`src/rtl/vga_timing_ctrl.sv`:
```
// vga_timing_ctrl: VGA timing generator (640x480@60 by default).
// Free-running h/v counters produce coordinates to the picture generator.
// Sync outputs are registered one cycle so they line up with the returned pixel data.
module vga_timing_ctrl #(
  parameter int unsigned H_SYNC  = 96,
  parameter int unsigned H_BACK  = 48,
  parameter int unsigned H_VALID = 640,
  parameter int unsigned H_FRONT = 16,
  parameter int unsigned V_SYNC  = 2,
  parameter int unsigned V_BACK  = 33,
  parameter int unsigned V_VALID = 480,
  parameter int unsigned V_FRONT = 10
) (
  input  logic        vga_clk,
  input  logic        rst,
  input  logic [15:0] pic_data,
  output logic [9:0]  pic_x,
  output logic [9:0]  pic_y,
  output logic        hsync,
  output logic        vsync,
  output logic        rgb_valid,
  output logic [15:0] rgb,
  output logic        frame_start
);

  localparam int unsigned CW      = 10;
  localparam int unsigned H_TOTAL = H_SYNC + H_BACK + H_VALID + H_FRONT;
  localparam int unsigned V_TOTAL = V_SYNC + V_BACK + V_VALID + V_FRONT;
  localparam int unsigned H_ACT_S = H_SYNC + H_BACK;
  localparam int unsigned H_ACT_E = H_ACT_S + H_VALID;
  localparam int unsigned V_ACT_S = V_SYNC + V_BACK;
  localparam int unsigned V_ACT_E = V_ACT_S + V_VALID;

  logic [CW-1:0] h_cnt;
  logic [CW-1:0] v_cnt;
  logic          h_act;
  logic          v_act;
  logic          act;

  // Pixel and line counters; line counter advances on the last pixel of a line.
  always_ff @(posedge vga_clk or posedge rst) begin
    if (rst) begin
      h_cnt <= '0;
      v_cnt <= '0;
    end else if (h_cnt == CW'(H_TOTAL - 1)) begin
      h_cnt <= '0;
      if (v_cnt == CW'(V_TOTAL - 1)) begin
        v_cnt <= '0;
      end else begin
        v_cnt <= v_cnt + CW'(1);
      end
    end else begin
      h_cnt <= h_cnt + CW'(1);
    end
  end

  // Active-area decode and coordinate generation; all-ones marks blanking.
  always_comb begin
    h_act = (h_cnt >= CW'(H_ACT_S)) && (h_cnt < CW'(H_ACT_E));
    v_act = (v_cnt >= CW'(V_ACT_S)) && (v_cnt < CW'(V_ACT_E));
    act   = h_act && v_act;
    pic_x = '1;
    pic_y = '1;
    if (act) begin
      pic_x = h_cnt - CW'(H_ACT_S);
      pic_y = v_cnt - CW'(V_ACT_S);
    end
  end

  // Sync, valid and frame marker delayed one cycle to match pic_data latency.
  always_ff @(posedge vga_clk or posedge rst) begin
    if (rst) begin
      hsync       <= 1'b1;
      vsync       <= 1'b1;
      rgb_valid   <= 1'b0;
      frame_start <= 1'b0;
    end else begin
      hsync       <= ~(h_cnt < CW'(H_SYNC));
      vsync       <= ~(v_cnt < CW'(V_SYNC));
      rgb_valid   <= act;
      frame_start <= (h_cnt == '0) && (v_cnt == '0);
    end
  end

  // Blank the pixel bus outside active video.
  always_comb begin
    rgb = rgb_valid ? pic_data : 16'h0000;
  end

endmodule

```
`config.mk`:
```
export PLATFORM = sky130hd
export DESIGN_NAME = vga_timing_ctrl
export DESIGN_NICKNAME = d
export VERILOG_FILES = /design/src/rtl/vga_timing_ctrl.sv
export SDC_FILE = /design/constraint.sdc
export NUM_CORES = 1
export LEC_CHECK = 0
export CORE_MARGIN = 10
export CORE_UTILIZATION = 35
export DETAILED_ROUTE_END_ITERATION = 16
export HOLD_SLACK_MARGIN = 0.06
export PLACE_DENSITY = 0.7
export SYNTH_ARGS = -nofsm -noshare
export SYNTH_HDL_FRONTEND = slang
export SYNTH_SLANG_ARGS = --single-unit
export TNS_END_PERCENT = 5
```
`constraint.sdc`:
```
create_clock -name vga_clk -period 3.03 [get_ports vga_clk]
set_clock_uncertainty 0.2 [all_clocks]
set_input_delay 0.606 -clock vga_clk [delete_from_list [all_inputs] [get_ports vga_clk]]
set_output_delay 0.606 -clock vga_clk [all_outputs]
set_load 0.005 [all_outputs]
```
==> metrics.csv <==
stage,metric,value,unit
run_status,status,finished clean,
detailed_routing,Post-Route WL,5378,um
sta,setup tns final,0,ns
pwr,Design Power,0.6322,mW
global_route,vias in the first global route,1772,
pwr,Cell Pwr Density,244.8,nW/um^2
yosys,number of synthesized flops with an enable pin,0,
cells_and_area,# diodes,0,
yosys,syn avg cell area,8.697,sq um
yosys,most instantiated cells after synthesis,"dfrtp_1 (22), and2_1 (19), nand3_1 (19)",
floorplanning,Die ar.,8285,sq um
critical_path,crit-path max FO,6,
pwr,Worst VDD drop,0.1227,mV
place,Placement Setup Slack,0.01155,ns
yosys,share of the synthesized area in the top cell type,0.3118,
yosys,post-synth cell types,43,
global_route,first-pass GRT wire length,9135,um
sta,Max Slew Vio Count,0,
detailed_routing,DR vias,1725,
global_route,Global Route Usage Sum,0.1289,
sta,Worst-Margin Slew,0.8355,ns
yosys,Synth area leaders,"dfrtp_1 (31%), xnor2_1 (7.9%), and2_1 (6.7%), ha_1 (5.7%), nand3_1 (5.4%)",
yosys,top_reg_cell synth,dfrtp_1,
yosys,post-synthesis register bit count,24,
pwr,Leakage,1.144,nW
clocking,Num CTS Buffers,3,
sta,RSZ-0062 raised after global routing,yes,
yosys,most frequent cell after synthesis,dfrtp_1,
clocking,Root Driver,clkbuf_8,
flow_run,Max Cap Violations,0,
sta,post-route minimum period,2.910,ns
clocking,clock sink count,24,
yosys,Post-Synthesis Cell Area,1765,sq um
clocking,H-tree depth,1,
detailed_routing,DR iter-0 viols,106,
sta,max_slew headroom,0.4379,
critical_path,WP data required,2.22,ns
detailed_routing,DRC viols,0,
global_route,Overflow after GRT,0,
floorplanning,Initial Utilization,0.3665,
clocking,CTS Hold Bufs,0,
yosys,Synth Net Count,229,
clocking,Longest Clk Path Bufs,2,
pwr,Int Pwr,0.5164,mW
floorplanning,die height,91.02,um
place,Detail Placement HPWL,3892,um
detailed_routing,Detail Route Antenna Nets,0,
global_route,largest net degree at the start of global routing,25,
place,PortBufs,57,
sta,fin crit share,0.9604,
critical_path,Crit Path Class,register to output port,
sta,Final Hold Vio Count,0,
critical_path,crit path DAT,2.10,ns
critical_path,crit end category,output port,
clocking,CTS tree,built,
pwr,Gate power share,0.045,
floorplanning,# IOs,58,
sta,final worst-path setup slack,0.1200,ns
pwr,power share of the clock group,0.449,
yosys,Ys Warns,0,
yosys,Mapped Cells,203,
global_route,initial antenna violation count,0,
pwr,Net Sw Frac,0.1832,
critical_path,nature of the critical path startpoint,register,
floorplanning,Die Span X,91.02,um
clocking,"CTS clk-pin slew, worst paths",0.09,ns
yosys,async set or reset register ratio after synthesis,1.000,
cells_and_area,share of cells above drive strength 1,0.2222,
yosys,Synth area leader,dfrtp_1,
clocking,clk_lat worst skew,0.27,ns
detailed_routing,vias per cell,5.119,
detailed_routing,wire per inst,15.96,um
pwr,Switch Pwr,0.1158,mW
cells_and_area,Total Nets Final,297,
pwr,Seq pwr share,0.506,
sta,Fmax,343.6,MHz
detailed_routing,DR pass1 iterations,4,
place,Placer Congestion,0.8481,
yosys,post-synthesis sequential area ratio,0.3416,
sta,worst hold margin,0.3790,ns
floorplanning,core area,4817,sq um
floorplanning,Cell Rows,25,
cells_and_area,synthesis-to-finish area growth,46.28,%
min_path,worst min path class,register to register,
sta,Setup Viol. Count Final,0,
## final cells by class
| type | instances | area [sq um] |
|---|---|---|
| multi-input cells | 153 | 1112 |
| clock inverters | 1 | 30.03 |
| fillers | 476 | 2235 |
| flip-flops and latches | 24 | 604.3 |
| inverters | 10 | 37.54 |
| clock buffers | 3 | 41.29 |
| well taps | 67 | 83.83 |
| repair buffers | 79 | 673.1 |
## layer usage
metal,GRT usage,share of wire
met1,0.1776,0.50
met2,0.1945,0.41
met3,0.03786,0.077
met4,0.02480,0.0058
met5,0,0
## flip-flops by register name (all words and copies together) (netlist names)
register	cells
frame_start	1
h_cnt	10
hsync	1
rgb_valid	1
v_cnt	10
vsync	1
## timing repair
item                       CTS  global route
pin swaps                    1             2
cloned                       1             0
setup endpoints to repair   20            17
setup buffers                0             5
gates resized for setup     35            38
## kinds of logic (layout without fill, tap and decap cells)
family	after synthesis	count (layout)	synth area share
buffers and inverters	27	93	0.07159
XOR/XNOR	22	22	0.1091
flip-flops	24	24	0.3416
AO/OA/AOI/OAI	22	23	0.09285
AND/OR/NAND/NOR	99	99	0.3225
adder cells (fa/ha/maj)	8	8	0.05670
multiplexers	1	1	0.005670
## cell usage in the layout, fill, tap and decap left out, drive strengths merged, types with 2 or more instances in the layout
| cell type | count |
|---|---|
| nor2b | 2 |
| o21a | 2 |
| a41o | 3 |
| nand4 | 6 |
| o21ai | 5 |
| inv | 10 |
| and3 | 10 |
| or3 | 2 |
| buf | 22 |
| dfstp | 2 |
| xor2 | 6 |
| and2 | 19 |
| a21oi | 4 |
| nor4 | 3 |
| clkdlybuf4s50 | 37 |
| or4 | 3 |
| nand4b | 2 |
| clkdlybuf4s15 | 3 |
| nand3 | 19 |
| dfrtp | 22 |
| ha | 8 |
| nand2 | 11 |
| xnor2 | 16 |
| clkbuf | 18 |
| nand3b | 3 |
| and4 | 3 |
| nor2 | 12 |
## metrics by stage
stage	area, sq um	cells	utilization
2_1_floorplan	1765	203	-
3_3_place_gp	2459	327	0.5104
3_5_place_dp	2459	327	0.5104
4_1_cts	2582	332	0.5361
5_1_grt	2582	337	0.5361
6_report	2582	337	0.5361
## power by group through the flow
stage	clock network (mW)	registers [mW]	logic (mW)
3_3_place_gp	0	0.326	0.0286
4_1_cts	0.292	0.320	0.0292
3_5_place_dp	0	0.326	0.0294
5_1_grt	0.306	0.320	0.0308
2_1_floorplan	0	0.326	0.00475
6_report	0.284	0.320	0.0283
## worst paths after layout
path                       startpoint  endpoint  slack, ns  cells past startpoint
max reg2reg                  h_cnt[0]  v_cnt[3]       0.72                      6
min reg2reg                  v_cnt[7]  v_cnt[7]       0.38                      1
min in group asynchronous         rst  h_cnt[9]       0.48                      3
max                          h_cnt[0]  pic_y[3]       0.12                      9
max in group asynchronous         rst     vsync       1.85                      3
min                          v_cnt[7]  v_cnt[7]       0.38                      1
## worst max-delay path, stage by stage, from the launching register on
cell and delay (ns):
dfrtp_1 0.42, inv_2 0.09, ha_1 0.14, nor3b_4 0.18, nand4b_1 0.14, a32oi_2 0.28
buf_6 0.14, buf_4 0.13, nand3_1 0.07, clkdlybuf4s15_1 0.23
(Power assumes the default switching activity.)
